**config.mk**
```make
export PLATFORM = sky130hd
export DESIGN_NAME = cond_eval
export DESIGN_NICKNAME = d
export VERILOG_FILES = /design/src/rtl/cpu_cc_pkg.sv /design/src/rtl/cond_table.sv /design/src/rtl/cond_eval.sv
export SDC_FILE = /design/constraint.sdc
export NUM_CORES = 1
export LEC_CHECK = 0
export CORE_AREA = 8 8 45 47
export CTS_CLUSTER_DIAMETER = 30
export DETAILED_ROUTE_END_ITERATION = 12
export DIE_AREA = 0 0 53 55
export DONT_BUFFER_PORTS = 1
export PLACE_DENSITY = 0.57
export SKIP_LAST_GASP = 1
export SLEW_MARGIN = 10
export SYNTH_ARGS = -nofsm -noshare
export SYNTH_HDL_FRONTEND = slang
export SYNTH_SLANG_ARGS = --single-unit
```
**constraint.sdc**
```tcl
create_clock -name clock -period 3.4 [get_ports clock]
set_clock_uncertainty 0.15 [all_clocks]
set_input_delay 0.68 -clock clock [delete_from_list [all_inputs] [get_ports clock]]
set_output_delay 0.68 -clock clock [all_outputs]
set_load 0.01 [all_outputs]
```
**src/rtl/cpu_cc_pkg.sv**
```systemverilog
// ============================================================================
//  cpu_cc_pkg : CC bit positions, condition function codes and CC value type
//  Rev 1.0    : initial release
// ============================================================================
`default_nettype none

package cpu_cc_pkg;

   typedef logic [3:0] cc_t;

   localparam int CC_ZF = 2;
   localparam int CC_SF = 1;
   localparam int CC_OF = 0;

   localparam logic [3:0] C_ALWAYS = 4'd0;
   localparam logic [3:0] C_LE     = 4'd1;
   localparam logic [3:0] C_L      = 4'd2;
   localparam logic [3:0] C_E      = 4'd3;
   localparam logic [3:0] C_NE     = 4'd4;
   localparam logic [3:0] C_GE     = 4'd5;
   localparam logic [3:0] C_G      = 4'd6;

endpackage

`default_nettype wire

```
**src/rtl/cond_table.sv**
```systemverilog
// ============================================================================
//  cond_table : combinational map (ifun, flags) -> (cnd, err)
//  Rev 1.0    : initial release
// ============================================================================
`default_nettype none

module cond_table
   import cpu_cc_pkg::*;
(
   input  logic [3:0] ifun,
   input  cc_t        flags,
   output logic       cnd,
   output logic       err
);

   logic w_zf;
   logic w_sf;
   logic w_of;
   logic w_lt;
   logic w_unused_rsvd;

   assign w_zf          = flags[CC_ZF];
   assign w_sf          = flags[CC_SF];
   assign w_of          = flags[CC_OF];
   assign w_lt          = w_sf ^ w_of;
   // Bit 3 of the CC register is reserved and never affects a condition.
   assign w_unused_rsvd = flags[3];

   always_comb begin
      cnd = 1'b0;
      err = 1'b0;
      case (ifun)
         C_ALWAYS: cnd = 1'b1;
         C_LE:     cnd = w_lt | w_zf;
         C_L:      cnd = w_lt;
         C_E:      cnd = w_zf;
         C_NE:     cnd = ~w_zf;
         C_GE:     cnd = ~w_lt;
         C_G:      cnd = ~w_lt & ~w_zf;
         default:  err = 1'b1;
      endcase
   end

endmodule

`default_nettype wire

```
**src/rtl/cond_eval.sv**
```systemverilog
// ============================================================================
//  cond_eval : resolves jXX/cmovXX conditions against the (forwarded) CC value
//              and returns a registered result over a valid/ready handshake.
//              Optional statistics counters behind macro COND_STATS_EN.
//  Rev 1.0   : initial release
// ============================================================================
`default_nettype none

module cond_eval
   import cpu_cc_pkg::*;
#(
   parameter int TAG_W = 4
`ifdef COND_STATS_EN
   ,
   parameter int CNT_W = 16
`endif
) (
   input  logic             clock,
   input  logic             reset,
   input  cc_t              cc,
   input  cc_t              new_cc,
   input  logic             set_cc,
   input  logic             req_valid,
   output logic             req_ready,
   input  logic [3:0]       req_ifun,
   input  logic [TAG_W-1:0] req_tag,
   output logic             rsp_valid,
   input  logic             rsp_ready,
   output logic             rsp_cnd,
   output logic             rsp_err,
   output logic [TAG_W-1:0] rsp_tag
`ifdef COND_STATS_EN
   ,
   output logic [CNT_W-1:0] taken_cnt,
   output logic [CNT_W-1:0] err_cnt
`endif
);

   typedef enum logic [0:0] {
      S_EMPTY = 1'b0,
      S_FULL  = 1'b1
   } state_t;

   state_t           r_state;
   state_t           w_next_state;
   logic             r_cnd;
   logic             r_err;
   logic [TAG_W-1:0] r_tag;
   cc_t              w_eff;
   logic             w_cnd;
   logic             w_err;
   logic             w_accept;

   // A CC write in the accept cycle is visible to the request issued with it.
   assign w_eff    = set_cc ? new_cc : cc;
   assign w_accept = req_valid && req_ready;

   cond_table u_table (
      .ifun  (req_ifun),
      .flags (w_eff),
      .cnd   (w_cnd),
      .err   (w_err)
   );

   always_comb begin
      w_next_state = r_state;
      case (r_state)
         S_EMPTY: if (w_accept) w_next_state = S_FULL;
         S_FULL:  if (w_accept) w_next_state = S_FULL;
                  else if (rsp_ready) w_next_state = S_EMPTY;
         default: w_next_state = S_EMPTY;
      endcase
   end

   always_ff @(posedge clock) begin
      if (!reset) begin
         r_state <= S_EMPTY;
         r_cnd   <= 1'b0;
         r_err   <= 1'b0;
         r_tag   <= '0;
      end else begin
         r_state <= w_next_state;
         if (w_accept) begin
            r_cnd <= w_cnd;
            r_err <= w_err;
            r_tag <= req_tag;
         end
      end
   end

   assign rsp_valid = (r_state == S_FULL);
   assign req_ready = !rsp_valid || rsp_ready;
   assign rsp_cnd   = r_cnd;
   assign rsp_err   = r_err;
   assign rsp_tag   = r_tag;

`ifdef COND_STATS_EN
   logic [CNT_W-1:0] r_taken_cnt;
   logic [CNT_W-1:0] r_err_cnt;

   // Both counters stick at all-ones rather than wrapping.
   always_ff @(posedge clock) begin
      if (!reset) begin
         r_taken_cnt <= '0;
         r_err_cnt   <= '0;
      end else if (w_accept) begin
         if (w_cnd && !w_err && (r_taken_cnt != '1))
            r_taken_cnt <= r_taken_cnt + 1'b1;
         if (w_err && (r_err_cnt != '1))
            r_err_cnt <= r_err_cnt + 1'b1;
      end
   end

   assign taken_cnt = r_taken_cnt;
   assign err_cnt   = r_err_cnt;
`endif

endmodule

`default_nettype wire

```
==> metrics.txt, run 1 <==
# TYPE chip_impl_metric gauge
chip_impl_info{name="run_status",value="finished, final reports clean"} 1
chip_impl_metric{name="relSlewSlack",unit=""} 0.807
chip_impl_metric{name="tns",unit="ns"} 0
chip_impl_metric{name="power.density_cell_area",unit="mW/mm2"} 416
chip_impl_metric{name="worst-r2r-setup-slack",unit="ns"} 1.70
chip_impl_metric{name="rows",unit=""} 14
chip_impl_info{name="setup.worst_path.start",value="rsp_ready"} 1
chip_impl_metric{name="antenna_cells_inserted",unit=""} 0
chip_impl_metric{name="layout.cells.non_filler",unit=""} 68
chip_impl_metric{name="io-pin-count",unit=""} 29
chip_impl_metric{name="post-route-drc-count",unit=""} 0
chip_impl_info{name="cp-start-kind",value="input port"} 1
chip_impl_metric{name="clock-sinks",unit=""} 7
chip_impl_metric{name="drt-wirelength-per-cell",unit="um"} 16.3
chip_impl_info{name="critical_path.reg2reg.endpoint",value="rsp_cnd"} 1
chip_impl_metric{name="synth.yosys.warnings",unit=""} 0
chip_impl_metric{name="drv_cap",unit=""} 0
chip_impl_metric{name="routabilityCongestion",unit=""} 0.802
chip_impl_metric{name="die_y",unit="um"} 55
chip_impl_metric{name="slew_viol_final",unit=""} 0
chip_impl_metric{name="mappedNetlistArea",unit="um2"} 440
chip_impl_metric{name="first_iter_violations",unit=""} 17
chip_impl_metric{name="cts_made_buffers",unit=""} 3
chip_impl_info{name="yosys_most_used_dff",value="dfxtp_1"} 1
chip_impl_metric{name="via_count",unit=""} 370
chip_impl_info{name="critical_path_sink_type",value="flop"} 1
chip_impl_info{name="crit-reg2reg-launch",value="rsp_valid"} 1
chip_impl_metric{name="asyncSetResetFlopFracSynth",unit=""} 0
chip_impl_info{name="cp_slowest_cell",value="or4b_4"} 1
chip_impl_metric{name="synthToLayoutAreaGrowth",unit="%"} 6.82
chip_impl_metric{name="cts_setup_buffers",unit=""} 0
chip_impl_info{name="end_point_of_the_critical_path",value="rsp_cnd"} 1
chip_impl_metric{name="vias_per_cell",unit=""} 5.44
chip_impl_metric{name="synthesis.nets",unit=""} 71
chip_impl_info{name="cts_tree",value="done"} 1
chip_impl_metric{name="place_hpwl",unit="um"} 892
chip_impl_metric{name="worst-slew-pin-transition",unit="ns"} 0.287
chip_impl_metric{name="fmaxAchievable",unit="MHz"} 552
chip_impl_metric{name="clock_latency",unit="ns"} 0.25
chip_impl_metric{name="buffer_ports.inserted",unit=""} 0
chip_impl_metric{name="number_of_antenna_violations_at_the_first_check_in_global_routing",unit=""} 0
chip_impl_info{name="synth_top_cell_by_area",value="dfxtp_1"} 1
chip_impl_metric{name="synthesis.area_per_instance",unit="um2"} 8.81
chip_impl_metric{name="crit_path_max_incr_delay",unit="ns"} 0.50
chip_impl_metric{name="detail-route-antenna-nets",unit=""} 0
chip_impl_metric{name="worstPathRequired",unit="ns"} 3.40
chip_impl_metric{name="period_minus_slack",unit="ns"} 1.81
chip_impl_metric{name="cts_buffer_depth",unit=""} 2
chip_impl_metric{name="cts_repair_resize_count",unit=""} 0
chip_impl_metric{name="ratio_of_cells_with_drive_above_1_in_the_final_layout",unit=""} 0.173
chip_impl_metric{name="cts_hold_repair.buffers",unit=""} 0
chip_impl_info{name="cp_cell_sequence",value="nand2b_2, nand2_2, or4b_4, o41ai_2"} 1
chip_impl_info{name="min-delay-path-class",value="reg2reg"} 1
chip_impl_metric{name="grt.overflow.total",unit=""} 0
chip_impl_metric{name="place.detailed.instances",unit=""} 64
chip_impl_metric{name="fin_nets",unit=""} 74
chip_impl_info{name="critPathKind",value="in2reg"} 1
chip_impl_metric{name="core_area",unit="mm2"} 0.00138
chip_impl_metric{name="post_synth_inst_count",unit=""} 50
chip_impl_metric{name="detail_route.wirelength",unit="mm"} 1.11
chip_impl_metric{name="vias_in_the_first_global_route",unit=""} 393
chip_impl_metric{name="die_w",unit="um"} 53
chip_impl_metric{name="yosysTopAreaCellShare",unit=""} 0.318
chip_impl_metric{name="initial_core_utilization",unit=""} 0.318
chip_impl_metric{name="setup-violations-final",unit=""} 0
chip_impl_metric{name="grt_max_degree",unit=""} 9
chip_impl_info{name="synth.top_cells.by_area",value="dfxtp_1 32%, a21boi_1 8.5%, nand3_1 8.0%, nand2_1 4.3%, o41ai_2 3.7%"} 1
chip_impl_metric{name="worst-endpoint-arrival",unit="ns"} 1.81
chip_impl_info{name="clock_tree.root_cell",value="clkbuf_4"} 1
chip_impl_metric{name="whs",unit="ns"} 0.354
chip_impl_info{name="unrepaired_setup_endpoints_after_global_routing",value="no"} 1
chip_impl_metric{name="clk_pin_slew",unit="ns"} 0.06
chip_impl_metric{name="leakage_power_summed_over_all_cells",unit="uW"} 0.000181
chip_impl_metric{name="grt_pass1_wl",unit="mm"} 1.70
chip_impl_metric{name="hold_viol",unit=""} 0
chip_impl_metric{name="min_period_over_period",unit=""} 0.532
chip_impl_metric{name="ys_seq_area_frac",unit=""} 0.318
chip_impl_metric{name="gr-usage-all-layers",unit=""} 0.0768
chip_impl_metric{name="synth_cell_types",unit=""} 27
chip_impl_metric{name="firstDrtPassIters",unit=""} 4
chip_impl_info{name="worst_hold_startpoint",value="rsp_tag[0]"} 1
chip_impl_metric{name="ff2ff_path_depth",unit=""} 4
chip_impl_metric{name="post_synth_edffs",unit=""} 0
chip_impl_metric{name="dieArea",unit="mm2"} 0.00292
chip_impl_metric{name="ctsHtreeMaxLevel",unit=""} 1
chip_impl_metric{name="worst-path-max-fanout",unit=""} 8
chip_impl_metric{name="worst_ir_drop_vdd",unit="mV"} 0.111
chip_impl_metric{name="number_of_register_bits_inferred_by_synthesis",unit=""} 7
[placed cells by master, fill, tap and decap left out, types with 2 or more instances in the layout]
cell type  n
clkbuf_4   3
a21boi_1   5
nor2_1     2
dfxtp_1    7
o211ai_1   2
nand3_1    7
nand2_1    5
inv_1      2
[synthesized netlist by cell type (all sizes together) (2+ instances only)]
cell    instances
a21boi          5
buf             2
nand2           6
o211ai          2
dfxtp           7
inv             2
xnor2           2
nor2            2
nand3           7
[layer usage]
metal / global-route usage / share of wire
met5: 0 / 0
met4: 0.0388 / 0
met3: 0.0267 / 0.057
met2: 0.129 / 0.55
met1: 0.0844 / 0.40
[worst min-delay path by stage]
| stage | to | cells after the start |
|---|---|---|
| global route | rsp_tag[0] | 2 |
| detailed placement | rsp_tag[0] | 2 |
| finish | rsp_tag[0] | 2 |
| global placement | rsp_tag[0] | 2 |
| CTS | rsp_tag[0] | 2 |
| floorplan | rsp_tag[0] | 2 |
[state kept, by name, indices dropped and copies added, names as in the netlist]
signal     count
rsp_err        1
rsp_tag        4
rsp_cnd        1
rsp_valid      1
[through the flow]
step | power, uW | cell area [um2] | util | setup slack (ns)
4_1_cts | 198 | 470 | 0.340 | 1.58
2_1_floorplan | 119 | 440 | - | 1.44
3_3_place_gp | 121 | 444 | 0.321 | 1.33
5_1_grt | 208 | 470 | 0.340 | 1.54
6_report | 196 | 470 | 0.340 | 1.59
3_5_place_dp | 122 | 444 | 0.321 | 1.34
[cell families (layout without fill, tap and decap cells)]
logic type                after synthesis  count (layout)  share of synthesized area
muxes                                   1               1                     0.0227
buffers and inverters                   4               6                     0.0540
AOI/OAI and AO/OA                      13              13                      0.244
xor gates and xnor gates                2               2                     0.0568
and+or+nand+nor                        23              23                      0.304
DFF                                     7               7                      0.318
[critical path: cells and delay by family]
| kind | cells | cell delay (ns) |
|---|---|---|
| AND/OR/NAND/NOR | 3 | 0.85 |
| AO/OA/AOI/OAI | 1 | 0.28 |
[where the power goes]
group	switching (uW)	internal, uW
clock network	31.5	44.8
registers	5.88	87.3
logic	12.6	13.7
[layout make-up]
| class | instances | area, um2 |
|---|---|---|
| fillers | 159 | 913 |
| multi-input cells | 39 | 277 |
| flip-flops and latches | 7 | 140 |
| clock buffers | 4 | 26.3 |
| well taps | 16 | 20.0 |
| inverters | 2 | 7.51 |
(Power assumes the default switching activity.)
==> run 2: changes to the inputs <==
- PLACE_DENSITY: 0.57 -> 0.59
- clock period: 3.4 -> 1.5 ns (I/O delays scaled with it)
==> metrics.txt, run 2 (synthesis results as in run 1) <==
# TYPE chip_impl_metric gauge
chip_impl_metric{name="crit_path_max_incr_delay",unit="ns"} 0.47
chip_impl_metric{name="cts_buffer_depth",unit=""} 2
chip_impl_metric{name="comb_power_share",unit=""} 0.159
chip_impl_metric{name="fin_nets",unit=""} 78
chip_impl_metric{name="netSwitchingPower",unit="uW"} 116
chip_impl_info{name="unrepaired_setup_endpoints_after_global_routing",value="no"} 1
chip_impl_info{name="run_status",value="finished, final reports clean"} 1
chip_impl_metric{name="buffer_ports.inserted",unit=""} 0
chip_impl_metric{name="dieArea",unit="mm2"} 0.00292
chip_impl_metric{name="die_w",unit="um"} 53
chip_impl_metric{name="setup-violations-final",unit=""} 0
chip_impl_metric{name="detail_route.wirelength",unit="mm"} 1.17
chip_impl_info{name="critPathKind",value="reg2reg"} 1
chip_impl_metric{name="layout.cells.non_filler",unit=""} 72
chip_impl_metric{name="power.density_cell_area",unit="mW/mm2"} 904
chip_impl_metric{name="firstDrtPassIters",unit=""} 4
chip_impl_metric{name="detail-route-antenna-nets",unit=""} 0
chip_impl_metric{name="cts_hold_repair.buffers",unit=""} 0
chip_impl_metric{name="slew_viol_final",unit=""} 0
chip_impl_metric{name="ratio_of_cells_with_drive_above_1_in_the_final_layout",unit=""} 0.250
chip_impl_metric{name="drv_cap",unit=""} 0
chip_impl_info{name="worst_path_dominant_cell_family",value="simple AND/OR/NAND/NOR gates"} 1
chip_impl_metric{name="rows",unit=""} 14
chip_impl_metric{name="grt_pass1_wl",unit="mm"} 1.90
chip_impl_info{name="min-delay-path-class",value="in2reg"} 1
chip_impl_metric{name="worst-slew-pin-transition",unit="ns"} 0.299
chip_impl_metric{name="gr-usage-all-layers",unit=""} 0.0876
chip_impl_metric{name="clk_pin_slew",unit="ns"} 0.06
chip_impl_metric{name="swShare",unit=""} 0.253
chip_impl_info{name="most_common_library_cell_in_the_layout_ignoring_fill_and_taps",value="nand3_1"} 1
chip_impl_metric{name="vias_in_the_first_global_route",unit=""} 436
chip_impl_metric{name="period_minus_slack",unit="ns"} 1.41
chip_impl_info{name="layout.cells.most_common_list",value="7 x nand3_1, 6 x dfxtp_1, 5 x nand2_1, 5 x a21boi_1, 4 x buf_4"} 1
chip_impl_metric{name="via_count",unit=""} 408
chip_impl_info{name="cp_cell_sequence",value="nand2b_2, nand2_4, or4b_4, o41ai_2"} 1
chip_impl_info{name="critical_path_sink_type",value="flop"} 1
chip_impl_metric{name="grt.overflow.total",unit=""} 0
chip_impl_metric{name="post-route-drc-count",unit=""} 0
chip_impl_metric{name="hold_viol",unit=""} 0
chip_impl_metric{name="worst-r2r-setup-slack",unit="ns"} 0.09
chip_impl_metric{name="grt_max_degree",unit=""} 9
chip_impl_metric{name="routabilityCongestion",unit=""} 0.811
chip_impl_metric{name="clock-sinks",unit=""} 7
chip_impl_metric{name="whs",unit="ns"} 0.0145
chip_impl_metric{name="number_of_antenna_violations_at_the_first_check_in_global_routing",unit=""} 0
chip_impl_metric{name="worst-path-max-fanout",unit=""} 2
chip_impl_metric{name="relSlewSlack",unit=""} 0.800
chip_impl_metric{name="vias_per_cell",unit=""} 5.67
chip_impl_metric{name="largest_register_ffs",unit=""} 4
chip_impl_metric{name="fmaxAchievable",unit="MHz"} 708
chip_impl_metric{name="leakage_power_summed_over_all_cells",unit="uW"} 0.000203
chip_impl_info{name="cts_tree",value="done"} 1
chip_impl_metric{name="worstPathRequired",unit="ns"} 1.51
chip_impl_info{name="cp_slowest_cell",value="or4b_4"} 1
chip_impl_metric{name="worst_ir_drop_vdd",unit="mV"} 0.326
chip_impl_metric{name="io-pin-count",unit=""} 29
chip_impl_metric{name="first_iter_violations",unit=""} 11
chip_impl_metric{name="die_y",unit="um"} 55
chip_impl_metric{name="cts_repair_resize_count",unit=""} 0
chip_impl_metric{name="cts_setup_buffers",unit=""} 0
chip_impl_metric{name="antenna_cells_inserted",unit=""} 0
chip_impl_metric{name="cts_made_buffers",unit=""} 3
chip_impl_metric{name="clock_latency",unit="ns"} 0.25
chip_impl_metric{name="core_area",unit="mm2"} 0.00138
chip_impl_metric{name="drt-wirelength-per-cell",unit="um"} 16.2
chip_impl_metric{name="place.detailed.instances",unit=""} 68
chip_impl_metric{name="p_clk_frac",unit=""} 0.378
chip_impl_metric{name="nFillCells",unit=""} 151
chip_impl_metric{name="power.internal",unit="uW"} 342
chip_impl_metric{name="initial_core_utilization",unit=""} 0.318
chip_impl_metric{name="ctsHtreeMaxLevel",unit=""} 1
chip_impl_info{name="clock_tree.root_cell",value="clkbuf_4"} 1
chip_impl_info{name="cp-start-kind",value="flop"} 1
chip_impl_metric{name="synthToLayoutAreaGrowth",unit="%"} 15.1
chip_impl_metric{name="timing.critical_path.buf_inv",unit=""} 0
chip_impl_metric{name="min_period_over_period",unit=""} 0.941
chip_impl_metric{name="worst-endpoint-arrival",unit="ns"} 1.42
chip_impl_metric{name="seqPwrFrac",unit=""} 0.462
chip_impl_metric{name="place_hpwl",unit="um"} 902
==> run 2: worst paths after layout <==
check / endpoint / cells past startpoint / start
worst min-delay path: rsp_valid / 2 / req_valid
worst min register to register: rsp_tag[3] / 2 / rsp_tag[3]
worst max register to register: rsp_cnd / 4 / rsp_valid
worst max-delay path: rsp_cnd / 4 / rsp_valid
==> run 2: power by group through the flow <==
stage | combinational (uW) | clock [uW] | sequential, uW
2_1_floorplan | 58.6 | 0 | 213
3_3_place_gp | 71.8 | 0 | 216
3_5_place_dp | 72.3 | 0 | 216
4_1_cts | 73.1 | 181 | 212
5_1_grt | 82.2 | 194 | 213
6_report | 72.9 | 173 | 212
==> run 2: metal layers <==
metal,part of all wire,GRT usage,up-vias
met1,0.37,0.0885,194
li1,-,-,199
met4,0,0.0431,0
met3,0.076,0.0455,0
met2,0.55,0.146,15
met5,0,0,-
==> run 2: layout make-up <==
| type | count | area (um2) | area share |
|---|---|---|---|
| sequential | 7 | 141 | 0.279 |
| clock buffer | 4 | 26.3 | 0.0519 |
| multi-input combinational | 39 | 282 | 0.556 |
| inverter | 2 | 7.51 | 0.0148 |
| tap | 16 | 20.0 | 0.0395 |
| timing repair buffer | 4 | 30.0 | 0.0593 |
==> run 2: through the flow <==
stage / setup slack (ns) / area, um2 / setup TNS [ns] / total power, uW / utilization
after CTS: 0.0792 / 507 / 0 / 467 / 0.366
after detailed placement: -0.00500 / 480 / -0.00500 / 289 / 0.347
final: 0.0884 / 507 / 0 / 458 / 0.366
after global routing: 0.0336 / 507 / 0 / 490 / 0.366
after floorplan: 0.0184 / 447 / 0 / 272 / -
after global placement: -0.00237 / 480 / -0.00237 / 288 / 0.347
==> run 2: worst reg2reg max path, cell delays in order (launching register included) <==
cell and delay (ns):
dfxtp_2 0.34, nand2b_2 0.10, nand2_4 0.05, or4b_4 0.47, o41ai_2 0.20
